**src/rtl/bt656_video_tx.sv**
```systemverilog
// BT.656 525-line 8-bit 4:2:2 transmitter: inserts EAV/SAV codes, blanking fill and
// sync strobes around an upstream pixel stream accepted on a ready/valid handshake.
module bt656_video_tx #(
  parameter int H_ACTIVE_PIX  = 720,
  parameter int H_BLANK_BYTES = 268,
  parameter int V_TOTAL       = 525,
  parameter int F1_START      = 4,
  parameter int F2_START      = 266,
  parameter int V1_START      = 20,
  parameter int V1_END        = 263,
  parameter int V2_START      = 283,
  parameter int HS_BYTES      = 128
) (
  input  logic        clk,
  input  logic        reset_n,
  input  logic [15:0] pix_data,
  input  logic        pix_valid,
  output logic        pix_ready,
  input  logic        uflow_clr,
  output logic [7:0]  td_data,
  output logic        td_hs,
  output logic        td_vs,
  output logic        frame_start,
  output logic        uflow
);

  localparam int H_TOTAL   = 8 + H_BLANK_BYTES + 2 * H_ACTIVE_PIX;
  localparam int HW        = $clog2(H_TOTAL);
  localparam int LW        = $clog2(V_TOTAL + 1);
  localparam int SAV_START = 4 + H_BLANK_BYTES;
  localparam int ACT_START = SAV_START + 4;
  localparam logic [1:0] SAV_LO  = 2'(SAV_START);
  localparam logic       ACT_PAR = ((ACT_START % 2) == 1);

  typedef enum logic [1:0] {ST_EAV, ST_HBLANK, ST_SAV, ST_ACTIVE} state_e;

  state_e          state_q, state_d;
  logic [HW-1:0]   h_q, h_d;
  logic [LW-1:0]   line_q, line_d;
  logic [7:0]      data_q, data_d;
  logic [7:0]      y_q, y_d;
  logic            have_q, have_d;
  logic            hs_q, hs_d, vs_q, vs_d, fs_q, fs_d, uflow_q, uflow_d;

  logic            f_cur, v_cur, h_bit, act_odd, last_h;
  logic [1:0]      code_idx;
  logic [7:0]      xy;

  // 00 and FF are reserved for timing-code preambles.
  function automatic logic [7:0] clamp(input logic [7:0] b);
    if (b == 8'h00) return 8'h01;
    if (b == 8'hFF) return 8'hFE;
    return b;
  endfunction

  always_comb begin
    state_d  = state_q;
    data_d   = 8'h80;
    y_d      = y_q;
    have_d   = have_q;
    uflow_d  = uflow_q & ~uflow_clr;

    f_cur    = (line_q < LW'(F1_START)) || (line_q >= LW'(F2_START));
    v_cur    = (line_q < LW'(V1_START)) ||
               ((line_q > LW'(V1_END)) && (line_q < LW'(V2_START)));
    h_bit    = (state_q == ST_EAV);
    code_idx = h_bit ? h_q[1:0] : (h_q[1:0] - SAV_LO);
    xy       = {1'b1, f_cur, v_cur, h_bit, v_cur ^ h_bit, f_cur ^ h_bit,
                f_cur ^ v_cur, f_cur ^ v_cur ^ h_bit};
    act_odd  = h_q[0] ^ ACT_PAR;
    pix_ready = (state_q == ST_ACTIVE) && !v_cur && !act_odd;

    last_h = (h_q == HW'(H_TOTAL - 1));
    h_d    = last_h ? '0 : h_q + 1'b1;
    line_d = line_q;
    if (last_h) line_d = (line_q == LW'(V_TOTAL)) ? LW'(1) : line_q + 1'b1;

    hs_d = !(int'(h_q) < HS_BYTES);
    vs_d = (h_q == '0) ? !v_cur : vs_q;
    fs_d = (h_q == '0) && (line_q == LW'(1));

    case (state_q)
      ST_EAV:    if (h_q == HW'(3)) state_d = ST_HBLANK;
      ST_HBLANK: if (h_q == HW'(SAV_START - 1)) state_d = ST_SAV;
      ST_SAV:    if (h_q == HW'(ACT_START - 1)) state_d = ST_ACTIVE;
      default:   if (last_h) state_d = ST_EAV;
    endcase

    case (state_q)
      ST_EAV, ST_SAV: begin
        case (code_idx)
          2'd0:       data_d = 8'hFF;
          2'd1, 2'd2: data_d = 8'h00;
          default:    data_d = xy;
        endcase
      end
      ST_HBLANK: data_d = h_q[0] ? 8'h10 : 8'h80;
      default: begin
        if (v_cur) begin
          data_d = act_odd ? 8'h10 : 8'h80;
        end else if (!act_odd) begin
          if (pix_valid) begin
            data_d = clamp(pix_data[15:8]);
            y_d    = clamp(pix_data[7:0]);
            have_d = 1'b1;
          end else begin
            // Underflow: blank this slot, never stall the stream.
            data_d  = 8'h80;
            have_d  = 1'b0;
            uflow_d = 1'b1;
          end
        end else begin
          data_d = have_q ? y_q : 8'h10;
        end
      end
    endcase
  end

  always_ff @(posedge clk or negedge reset_n) begin
    if (!reset_n) begin
      state_q <= ST_EAV;
      h_q     <= '0;
      line_q  <= LW'(1);
      data_q  <= 8'h80;
      y_q     <= 8'h00;
      have_q  <= 1'b0;
      hs_q    <= 1'b1;
      vs_q    <= 1'b1;
      fs_q    <= 1'b0;
      uflow_q <= 1'b0;
    end else begin
      state_q <= state_d;
      h_q     <= h_d;
      line_q  <= line_d;
      data_q  <= data_d;
      y_q     <= y_d;
      have_q  <= have_d;
      hs_q    <= hs_d;
      vs_q    <= vs_d;
      fs_q    <= fs_d;
      uflow_q <= uflow_d;
    end
  end

  assign td_data     = data_q;
  assign td_hs       = hs_q;
  assign td_vs       = vs_q;
  assign frame_start = fs_q;
  assign uflow       = uflow_q;

endmodule

```
**config.mk**
```make
export PLATFORM = sky130hd
export DESIGN_NAME = bt656_video_tx
export DESIGN_NICKNAME = d
export VERILOG_FILES = /design/src/rtl/bt656_video_tx.sv
export SDC_FILE = /design/constraint.sdc
export NUM_CORES = 1
export LEC_CHECK = 0
export BUFFER_PORTS_ARGS = -buffer_cell sky130_fd_sc_hd__buf_2
export CORE_ASPECT_RATIO = 0.6
export CORE_MARGIN = 2
export CORE_UTILIZATION = 60
export CTS_BUF_LIST = sky130_fd_sc_hd__clkbuf_8
export DETAILED_ROUTE_END_ITERATION = 6
export PLACE_DENSITY = 0.84
export SYNTH_ARGS = -nofsm -noshare
export SYNTH_HDL_FRONTEND = slang
export SYNTH_SLANG_ARGS = --single-unit
```
**constraint.sdc**
```tcl
create_clock -name clk -period 2.7 [get_ports clk]
set_input_delay 0.675 -clock clk [delete_from_list [all_inputs] [get_ports clk]]
set_output_delay 0.675 -clock clk [all_outputs]
set_load 0.005 [all_outputs]
```
**Yosys cells after proc, flatten, opt, wreduce, memory -nomap -nowiden**

Index checks and enable logic that the tools add are counted.

- Flip-flop bits (word level): 44
- Logic and storage cells: 113
- Bits of input ports: 20
- Output and inout bits: 13

- $add $sub $neg: 2
- Bitwise logic cells: 9
- Reductions and logical operators: 21
- Equality and inequality tests: 16
- $lt $le $gt $ge: 6
- Mux-type cells: 49

Operators with widths:

| cell | count |
|---|---|
| $mux 8 | 13 |
| $pmux 8 s2 | 2 |
| $mux 1 | 27 |
| $eq 11x9->1 const B | 2 |
| $eq 8x8->1 const B | 2 |
| $logic_not 8->1 | 2 |
| $add 11x1->11 const B | 1 |
| $eq 11x11->1 const B | 1 |
| $eq 11x2->1 const B | 1 |
| $logic_not 11->1 | 1 |
| $lt 11x8->1 const B | 1 |
| $mux 11 | 1 |
| $add 10x1->10 const B | 1 |
| $eq 10x1->1 const B | 1 |
| $eq 10x10->1 const B | 1 |
| $ge 10x9->1 const B | 1 |
| $gt 10x9->1 const B | 1 |
| $lt 10x3->1 const B | 1 |
| $lt 10x5->1 const B | 1 |
| $lt 10x9->1 const B | 1 |
| $mux 10 | 1 |
| $mux 2 | 4 |
| $reduce_and 4->1 | 2 |
| $eq 2x2->1 const B | 3 |
| 15 further kinds | 31 |

**Longest topological paths before layout**

- Word-level depth: 17
- Gate-level depth with buffers: 8
- Depth with buffers taken out: 7

**Worst setup path before layout**

No wires, ideal clock.

- Kind: flip-flop to output port
- Start: register line_q[6]
- End: output port pix_ready
- Slack: 0.498 ns
- Stages on the path, launching flop included: 5
- Arrival time: 1.527 ns
- Cells stage by stage: dfrtp_1 -> or4_1 -> or2_1 -> o21ai_0 -> nor2_1

- Cells in the longest elaborated chain, start to end: 6
- Elaborated cells between the ends (all ways): 8
- Those cells by class: order compare (3); reduce/logical (5)

Ends and longest elaborated chain:

| item | line | RTL |
|---|---|---|
| start: declaration | 39 | `logic [LW-1:0] line_q, line_d;` |
| start signal: assignment | 134 | `line_q <= line_d;` |
| $gt 10x9->1 / $lt 10x9->1 (equally long branches) | 65 | `((line_q > LW'(V1_END)) && (line_q < LW'(V2_START)));` |
| $logic_and 1x1->1 | 65 |  |
| $logic_or 1x1->1 (*) | 64 | `v_cur = (line_q < LW'(V1_START)) \|\|` |
| $logic_not 1->1 (*) | 71 | `pix_ready = (state_q == ST_ACTIVE) && !v_cur && !act_odd;` |
| $logic_and 1x1->1 (*) (2 in series) | 71 |  |
| end: declaration | 18 | `output logic pix_ready,` |

Mark *: on every way between the ends. The rest lies on a longest branch, timed or not.

**Worst setup path in the final report**

- Start: register line_q[9]
- End: output port pix_ready

Same word-level chain as after synthesis.

==> flow_summary.json <==
{
  "cts_tree": "built",
  "synth_cell_types": 53,
  "yosysWarnings": 0,
  "fin_nets": 325,
  "synth_top_cell_area_share": 0.3996,
  "power.total_mw": 1.187,
  "rr_startpoint": "line_q[0]",
  "coreArea_um2": 4054,
  "ys_seq_area_frac": 0.4416,
  "avgSynthCellArea_um2": 9.452,
  "clk_pin_slew_ps": 80,
  "cp_data_arrival_time_ps": 1920,
  "report.final.setup_viol": 0,
  "ys_ff_latch": 44,
  "cts.path.max_buffers": 2,
  "synthCells": 265,
  "cts_hold_buf": 0,
  "cap_violations": 0,
  "grt_pass1_vias": 1780,
  "finalHoldViolations": 0,
  "relSlewSlack": 0.6267,
  "syn_nets": 294,
  "synth_area_um2": 2505,
  "dieArea_um2": 4725,
  "rows": 18,
  "utilization": 0.6969,
  "grt_max_degree": 26,
  "drive_above_1_share": 0.2290,
  "cts-root-buf": "clkbuf_8",
  "top_layer_used": "met4",
  "numCtsBuffers": 5,
  "port_buffers": 32,
  "slowest_stage": "or4_4",
  "critPathLaunchType": "register",
  "area_growth_pct": 12.79,
  "stdcell_count": 347,
  "max_freq_mhz": 384.8,
  "cts_htree_levels": 2,
  "reg2reg_to": "td_data[4]",
  "yosys-top-cells-area": "dfrtp_1, o21ai_0, ha_1, dfstp_2, nand2_1",
  "leakagePower_nw": 1.281,
  "nFillCells": 327,
  "synth_edf_count": 0,
  "r2r_slack_ps": 540,
  "async_reset_ff_frac": 1.000,
  "io_pins": 33,
  "globalplace.congestion": 0.9496,
  "dr_wl_met3_um": 318,
  "crit_type": "register to primary output",
  "finalMaxSlewViolations": 0,
  "vdd_drop_max_mv": 0.2378,
  "routedLengthMet1_um": 2917,
  "fin_skew_ps": 9.286,
  "dp_hpwl_um": 4224,
  "die_w_um": 87.42,
  "antenna_found_initial": 0,
  "postPlaceCellArea_um2": 2704,
  "synth_area_leader_cell": "dfrtp_1",
  "wl_per_cell_um": 16.21,
  "initial_core_util": 0.6179,
  "period_share": 0.9626,
  "cp_slowest_stage_delay_ps": 570,
  "drt_iter0_markers": 197,
  "status": "complete, no violations",
  "ys.flop_type": "dfrtp_1",
  "die_h_um": 54.05,
  "track_usage": 0.2436,
  "grt_overflow": 0,
  "reg2regPathDepth": 6,
  "detail-route-antenna-nets": 0,
  "vias": 2169,
  "cp.required_ps": 2030,
  "p_per_area_nw_per_um2": 420.1,
  "period_needed_ps": 2599,
  "stdcell_area_um2": 2825,
  "tns_ps": 0,
  "clk-insertion-delay-late_ps": 300,
  "worstMarginPinSlew_ps": 560.0,
  "placed_cells": 339,
  "postCtsSetupBuffers": 0,
  "cts_sinks": 44,
  "drt-vias-per-instance": 6.251,
  "grt_pass1_wl_um": 8604,
  "antennaDiodeCount": 0,
  "drtPass1Iterations": 5,
  "wl_met2_um": 2328,
  "hold_path.class": "primary input to async pin",
  "worstPathMaxFanout": 6,
  "crit_family": "simple AND/OR/NAND/NOR gates",
  "worstPathCellList": "or4_4 -> or2_4 -> o21ai_2 -> nor2_1 -> buf_2",
  "drc": 0,
  "wl_um": 5624,
  "cp.buffers_inverters": 1,
  "worstSetupEndpointType": "primary output"
}
-- power by group --
| group | internal [mW] | switching, mW | total (mW) |
|---|---|---|---|
| combinational | 0.0146 | 0.0249 | 0.0395 |
| sequential | 0.659 | 0.0000000000000000247 | 0.659 |
| clock | 0.271 | 0.218 | 0.489 |
| total | 0.944 | 0.243 | 1.19 |
-- logic make-up (layout without fill, tap and decap cells) --
kind of cell,count (synthesis),in the layout,synth area share
buffers and inverters,25,57,0.04246
adders and majority gates,9,9,0.04496
muxes,10,10,0.04745
xor gates and xnor gates,11,11,0.03846
and+or+nand+nor,102,102,0.2263
AOI/OAI and AO/OA,64,64,0.1588
DFF,44,44,0.4416
-- timing repair --
action / 4_1_cts / 5_1_grt
endpoints found under the setup margin: 1 / 1
gates resized for setup: 1 / 4
pin swaps: 0 / 1
-- how the worst max path moves through the flow --
stage / cells past startpoint / slack, ps / start / to
2_1_floorplan: 4 / 500 / line_q[6] / pix_ready
3_3_place_gp: 5 / 300 / line_q[6] / pix_ready
3_5_place_dp: 5 / 280 / line_q[6] / pix_ready
4_1_cts: 5 / 10 / line_q[6] / pix_ready
5_1_grt: 6 / -40 / line_q[0] / pix_ready
6_report: 5 / 100 / line_q[9] / pix_ready
-- area by class of cell --
class / count / area (um^2) / area share
Sequential cell: 44 / 1106 / 0.3915
Multi-Input combinational cell: 196 / 1306 / 0.4624
Timing Repair Buffer: 37 / 197.7 / 0.06997
Tap cell: 50 / 62.56 / 0.02214
Clock inverter: 3 / 38.79 / 0.01373
Inverter: 12 / 45.04 / 0.01594
Clock buffer: 5 / 68.82 / 0.02436
-- cells in the final DEF (no fill, tap or decap), types with 2 or more instances in the layout --
cell type / count
a31oi_1: 8
o22ai_1: 3
nor2_1: 17
a211oi_1: 2
clkbuf_8: 5
nand2b_1: 2
and3_1: 7
dfstp_2: 4
xnor2_1: 9
nor4_1: 3
and4b_1: 2
or4_1: 2
xor2_1: 2
and4_1: 3
and4bb_2: 2
nor2b_1: 2
mux2_2: 6
nand4_1: 8
buf_2: 32
or3_1: 3
buf_4: 5
dfrtp_1: 40
mux2_4: 2
a21oi_1: 8
nor3_1: 7
nand2_1: 21
a21o_1: 2
or4_4: 2
nand3_1: 14
inv_1: 13
o21ai_0: 26
ha_1: 9
o21a_1: 2
-- state kept, by name (all words and copies together), names as in the netlist --
register	cells
h_q	11
line_q	10
td_data	8
y_q	8
state_q	2
frame_start	1
have_q	1
td_hs	1
td_vs	1
uflow	1
-- per-layer routing --
layer  up-vias  global-route usage
met5         -                   0
met4         0             0.06923
met3         9             0.05061
met2        74              0.3270
met1      1057              0.3862
li1       1029                   -
-- synth_stat cells (all sizes together) (3+ instances only) --
master	number
dfrtp	40
o21ai	27
nand2	21
nor2	17
nand3	14
inv	12
a21oi	9
ha	9
mux2	9
xnor2	9
a31oi	8
clkbuf	8
nand4	8
nor3	8
and3	7
buf	5
dfstp	4
nor4	4
or4	4
and4	3
o22ai	3
or3	3
-- through the flow --
step / hold WS, ps / setup WS, ps
2_1_floorplan: 379.4 / 497.6
3_3_place_gp: 484.9 / 300.3
3_5_place_dp: 489.9 / 278.0
4_1_cts: 375.5 / 12.45
5_1_grt: 393.9 / -41.58
6_report: 361.4 / 101.0
Note: power is estimated with default switching activity, not from simulation.
